**src/rtl/intr_ctrl.sv**
```systemverilog
// intr_ctrl: 8-source interrupt controller with pending/mask/edge/vector registers and a registered IRQ.
//   Define INTR_CTRL_SYNC_EN to pass IREQ through a 2-flop synchroniser before edge detect (+2 cycles).
module intr_ctrl #(
   parameter int         NSRC     = 8,
   parameter logic [7:0] RST_MASK = 8'h00
) (
   input  logic       wb_clk_i,
   input  logic       wb_rst_i,
   input  logic [7:0] IREQ,
   input  logic [1:0] addr,
   input  logic [7:0] wdata,
   input  logic       we,
   input  logic       re,
   output logic [7:0] rdata,
   output logic       IRQ
);
   // Bits at or above NSRC never pend and always read back as zero.
   localparam logic [7:0] VMASK = 8'((9'h1 << NSRC) - 9'h1);

   logic [7:0] pend, mask, edge_sel, ireq_s, ireq_q, rise, set, clr, act, vect;
   logic [2:0] idx;
   logic       unused_re;

   // re only qualifies rdata for the reader; reads have no side effects.
   assign unused_re = re;

`ifdef INTR_CTRL_SYNC_EN
   logic [7:0] sync1, sync2;

   // Two-flop synchroniser for asynchronous request lines.
   always_ff @(posedge wb_clk_i) begin
      if (wb_rst_i) begin
         sync1 <= 8'h00;
         sync2 <= 8'h00;
      end else begin
         sync1 <= IREQ;
         sync2 <= sync1;
      end
   end

   assign ireq_s = sync2;
`else
   assign ireq_s = IREQ;
`endif

   // Per-source set condition: rising edge in edge mode, high level in level mode; W1C from addr 0.
   always_comb begin
      rise = ireq_s & ~ireq_q;
      set  = ((edge_sel & rise) | (~edge_sel & ireq_s)) & VMASK;
      clr  = (we && addr == 2'd0) ? wdata : 8'h00;
      act  = pend & mask;
   end

   // Lowest-numbered active source wins the vector.
   always_comb begin
      idx = 3'd0;
      for (int i = 7; i >= 0; i--)
         if (act[i]) idx = 3'(i);
      vect = (|act) ? {1'b1, 4'b0000, idx} : 8'h00;
   end

   // Register read mux, combinational from addr.
   always_comb begin
      rdata = (addr == 2'd0) ? pend :
              (addr == 2'd1) ? mask :
              (addr == 2'd2) ? edge_sel : vect;
   end

   // State update: set beats clear in the same cycle; IRQ lags PEND/MASK by one cycle.
   always_ff @(posedge wb_clk_i) begin
      if (wb_rst_i) begin
         pend     <= 8'h00;
         mask     <= RST_MASK & VMASK;
         edge_sel <= 8'h00;
         ireq_q   <= 8'h00;
         IRQ      <= 1'b0;
      end else begin
         ireq_q <= ireq_s;
         pend   <= (pend & ~clr) | set;
         if (we && addr == 2'd1) mask <= wdata & VMASK;
         if (we && addr == 2'd2) edge_sel <= wdata & VMASK;
         IRQ    <= |act;
      end
   end
endmodule

```
**config.mk**
```make
export PLATFORM = sky130hd
export DESIGN_NAME = intr_ctrl
export DESIGN_NICKNAME = d
export VERILOG_FILES = /design/src/rtl/intr_ctrl.sv
export SDC_FILE = /design/constraint.sdc
export NUM_CORES = 1
export LEC_CHECK = 0
export BUFFER_PORTS_ARGS = -buffer_cell sky130_fd_sc_hd__buf_4
export CORE_UTILIZATION = 50
export DETAILED_ROUTE_END_ITERATION = 8
export GPL_TIMING_DRIVEN = 1
export PLACE_DENSITY_LB_ADDON = 0.25
export SYNTH_ARGS = -nofsm -noshare
export SYNTH_HDL_FRONTEND = slang
export SYNTH_SLANG_ARGS = --single-unit
```
**constraint.sdc**
```tcl
create_clock -name wb_clk_i -period 2.8 [get_ports wb_clk_i]
set_input_delay 0.14 -clock wb_clk_i [delete_from_list [all_inputs] [get_ports wb_clk_i]]
set_output_delay 0.14 -clock wb_clk_i [all_outputs]
set_load 0.005 [all_outputs]
```
* Word-level counts from Yosys, hierarchy flattened
Cells that the tools add are included. Widths: inputs -> output; s select.
Storage, ports and cells: flip-flop bits (word level) 33, output and inout bits 9, word-level logic and storage cells 35
Operators by class: eq/ne operators 2, muxes and demuxes 13, bitwise gates (word level) 10, reduce and logical (&&, ||, !) cells 5
Operator list (number):
- $and 8x8->8 | 5
- $mux 8 | 5
- $mux 3 | 8
- $not 8->8 | 3
- $or 8x8->8 | 2
- $reduce_or 8->1 | 1
- $logic_and 1x1->1 | 3
- $eq 2x1->1 const B | 1
- $eq 2x2->1 const B | 1
- $logic_not 2->1 | 1

* Logic depth before layout (Yosys ltp)
depth after elaboration 13, gate-level depth with buffers 5, depth with buffers taken out 4

* Worst setup path after synthesis
Ideal clock, no wire load.
kind register to output, start register pend[6], end output port rdata[0], data arrival time 1.014 ns, required time 2.660 ns, slack 1.646 ns, stages on the path, launching flop included 5, buffers on the path 0, cell sequence dfxtp_1 > a22oi_1 > nor2b_1 > and4b_4 > o31ai_2
On the way: word-level cells in the longest chain between the ends 12
Ends and longest elaborated chain:
- from (decl) | RTL line 20 | logic [7:0] pend, mask, edge_sel, ireq_s, ireq_q, rise, set, clr, act, vect;
- from (signal assigned) | RTL line 79 | pend <= (pend & ~clr) | set;
- $and 8x8->8 (*) | RTL line 51 | act = pend & mask;
- $mux 3 (7 in a row) | RTL line 58 | if (act[i]) idx = 3'(i);
- $mux 8 (*) | RTL line 59 | vect = (|act) ? {1'b1, 4'b0000, idx} : 8'h00;
- $mux 8 (*) | RTL line 66 | (addr == 2'd2) ? edge_sel : vect;
- $mux 8 (*) | RTL line 65 | (addr == 2'd1) ? mask :
- $mux 8 (*) | RTL line 64 | rdata = (addr == 2'd0) ? pend :
- to (decl) | RTL line 14 | output logic [7:0] rdata,
Mark *: on every way between the ends. The rest lies on a longest branch, timed or not.

* Worst setup path in the final report
Same ends and word-level chain as after synthesis.

==> qor_table.md <==
| Step | Result | Reported |
| --- | --- | --- |
| sta | Setup repair after global routing missed its margin | no |
| synth | Cell count after synthesis | 173 |
| floorplan | Area of the core | 2781 um2 |
| clocking | # resized after CTS | 0 |
| setup path | Critical path class | reg2out |
| hold path | Endpoint of the worst hold path | ireq_q[3] |
| setup path | R2r setup slk | 1.59 ns |
| clocking | Sinks on Clock Net | 33 |
| sta | Slew at the pin closest to its max-slew limit | 0.6549 ns |
| clocking | TritonCTS clock tree | done |
| clocking | Count of hold-fix buffers inserted at cts | 0 |
| sta | Period utilization | 63.83% |
| setup path | Worst setup EP type | primary output |
| floorplan | Die X-Extent | 56.46 um |
| setup path | Signal arrival time at the worst endpoint | 1.65 ns |
| detailed routing | Aggregate routed wire length | 3336 um |
| synth | Post-Syn Nets | 195 |
| synth | Cell taking the most area after synthesis | sky130_fd_sc_hd__dfxtp_1 |
| finish | Area Overhead vs Synth | 19.58% |
| finish | Final non-filler cell area | 1773 um2 |
| synth | Most used flip-flop cell after synthesis | sky130_fd_sc_hd__dfxtp_1 |
| sta | Largest clock skew in the final design | 0.003880 ns |
| floorplan | Initial core utilization | 53.31% |
| floorplan | Number of placement rows | 19 |
| detailed routing | First DRT Iteration DRCs | 72 |
| global routing | Antenna violations before repair | 0 |
| global routing | Vias in the first global route | 1247 |
| sta | Slew HR | 56.15% |
| pwr | Post-layout total power | 1008 uW |
| run status | Run status | finished, final reports clean |
| finish | Post-Route Utilization | 63.74% |
| setup path | Depth of the most critical reg-to-reg path | 4 |
| synth | Synth Register Bits | 33 |
| sta | Final hold violations | 0 |
| clocking | Total setup buffers inserted after CTS | 0 |
| global routing | Maximum number of pins on one net before global-route repair | 34 |
| floorplan | Number of top-level pins | 31 |
| setup path | Nature of the critical path startpoint | flop |
| detailed routing | Number of vias per cell after detailed routing | 5.657 |
| placed design | Cell Area, Placed | 1688 um2 |
| clocking | Clock latency reported for the late side of the worst-skew pair | 0.33 ns |
| finish | Fin nets | 223 |
| clocking | Clk slew on worst S/H paths | 0.10 ns |
| synth | Area fraction of the dominant cell type after synthesis | 44.56% |
| detailed routing | # DRC | 0 |
| global routing | First-pass GRT wire length | 5685 um |
| hold path | Hold path cells | 2 |
| sta | Setup violators final | 0 |
| detailed routing | Count of TritonRoute iterations in the first routing pass | 4 |
| clocking | Number of buffers on the longest clock path | 2 |
| detailed routing | Antenna-violating nets left | 0 |
| synth | Sequential cell area fraction in the yosys report | 44.56% |
| setup path | Worst-path maximum fanout | 4 |
| clocking | Root buf cell | sky130_fd_sc_hd__clkbuf_4 |
| hold path | Worst hold start | IREQ[3] |
| sta | Max Transition Viols Final | 0 |
| placed design | Last weighted congestion value of the routability-driven placer | 0.8621 |
| setup path | Worst reg2reg startpoint | pend[6] |
| clocking | Total clock buffers created by CTS | 5 |
| synth | Syn avg cell area | 8.570 um2 |
| finish | Share of cells above drive strength 1 | 20.79% |
| synth | Unique cell type count in the Yosys netlist | 28 |
| clocking | H-tree lvl count | 2 |
| pwr | PwrDens | 568.8 nW/um2 |
| synth | Share of synthesized flip-flops with an asynchronous set or reset | 0% |
| detailed routing | Number of vias after detailed routing | 1318 |
| hold path | Type of the worst min-delay path | in2reg |
| synth | Warning count from the yosys run | 0 |
| global routing | Global route overflow | 0 |
| run | Maximum capacitance violations | 0 |
| placed design | DP HPWL | 2231 um |
| synth | Post-Synthesis Cell Area | 1483 um2 |
| synth | Cell types occupying the most area after synthesis | sky130_fd_sc_hd__dfxtp_1, sky130_fd_sc_hd__mux2i_1, sky130_fd_sc_hd__nand2_1 |
| sta | Fmax | 0.5595 GHz |
| floorplan | Height of the die | 56.46 um |
| finish | Layout fillers | 244 |
| finish | N_diodes | 0 |
| sta | Post-Route Setup TNS | 0 ns |
| floorplan | Overall die area | 3187 um2 |
| finish | Most used cells in the layout excluding fill and tap cells | sky130_fd_sc_hd__nand2_1, sky130_fd_sc_hd__dfxtp_1, sky130_fd_sc_hd__buf_4 |
| placed design | Port buffer count | 29 |
| detailed routing | Average routed wire per standard cell | 14.32 um |
| pwr | Largest voltage drop on the vdd net | 0.5878 mV |
| finish | Most frequent standard cell in the layout excluding fill and tap cells | sky130_fd_sc_hd__nand2_1 |
| setup path | End of the worst register-to-register path | IRQ |
| sta | Tmin final | 1.787 ns |
| pwr | Leakage component of the power | 0.0007556 uW |
| synth | EDFF count, synth | 0 |
| setup path | Req. time, crit path | 2.66 ns |
| global routing | Overall Global Routing Usage | 23.42% |
## area by class of cell
class / count / area [um2] / area share (%)
Sequential cell: 33 / 660.6 / 37.26
Tap cell: 31 / 38.79 / 2.188
Clock buffer: 7 / 55.05 / 3.105
Multi-Input combinational cell: 129 / 755.7 / 42.63
Timing Repair Buffer: 30 / 225.2 / 12.70
Inverter: 2 / 7.507 / 0.4234
Clock inverter: 1 / 30.03 / 1.694
## sequential cells by signal, summed over array words and instances (netlist names)
register / cells
IRQ: 1
ireq_q: 8
edge_sel: 8
pend: 8
mask: 8
## cell families after synthesis
family | after synthesis | share of synthesized area [%]
multiplexers | 16 | 10.80
AND/OR/NAND/NOR | 80 | 24.73
buffers and inverters | 11 | 4.472
AO/OA/AOI/OAI | 33 | 15.44
flip-flops | 33 | 44.56
## synth_stat cells (2+ instances only)
cell	instances
sky130_fd_sc_hd__a22oi_1	8
sky130_fd_sc_hd__clkbuf_1	3
sky130_fd_sc_hd__o21ai_1	5
sky130_fd_sc_hd__buf_2	2
sky130_fd_sc_hd__nand2_1	35
sky130_fd_sc_hd__a22o_1	2
sky130_fd_sc_hd__a21oi_1	9
sky130_fd_sc_hd__dfxtp_1	33
sky130_fd_sc_hd__nand3_1	8
sky130_fd_sc_hd__buf_6	2
sky130_fd_sc_hd__a32o_1	3
sky130_fd_sc_hd__nor2b_1	10
sky130_fd_sc_hd__buf_4	2
sky130_fd_sc_hd__nand3b_1	2
sky130_fd_sc_hd__mux2i_1	16
sky130_fd_sc_hd__nor2_1	21
## per-layer routing
metal	part of all wire [%]	global-route usage [%]	vias up	routed length (um)
li1	-	-	659	-
met3	5.8	8.525	5	195
met5	0	0	-	0
met2	46	37.14	33	1530
met4	1.3	7.317	0	43
met1	47	29.57	621	1567
## critical path, stage by stage, from the launching register on
cell and delay, ns:
sky130_fd_sc_hd__dfxtp_1 0.41, sky130_fd_sc_hd__a22oi_1 0.13, sky130_fd_sc_hd__nor2b_1 0.15, sky130_fd_sc_hd__and4b_4 0.21
sky130_fd_sc_hd__o31ai_2 0.26, sky130_fd_sc_hd__buf_4 0.15
## power breakdown
part           internal (uW)  switching [uW]  total (uW)
sequential               493            18.2         511
combinational           62.1            61.1         123
clock                    213             161         374
## how the worst max path moves through the flow
stage	startpoint	endpoint	slack, ns	depth (start not counted)
floorplan	pend[6]	rdata[0]	1.65	4
global placement	addr[0]	rdata[2]	1.28	6
detailed placement	addr[0]	mask[7]	1.24	6
CTS	pend[6]	rdata[0]	1.02	5
global route	pend[6]	rdata[0]	0.92	5
finish	pend[6]	rdata[0]	1.01	5
## through the flow
step,setup slack (ns),cells,hold slack [ns]
2_1_floorplan,1.646,173,0.2116
3_3_place_gp,1.277,225,0.3609
3_5_place_dp,1.236,225,0.3703
4_1_cts,1.022,233,0.01892
5_1_grt,0.9181,233,0.02236
6_report,1.013,233,0.01874
Power figures use the tool's default switching activity.
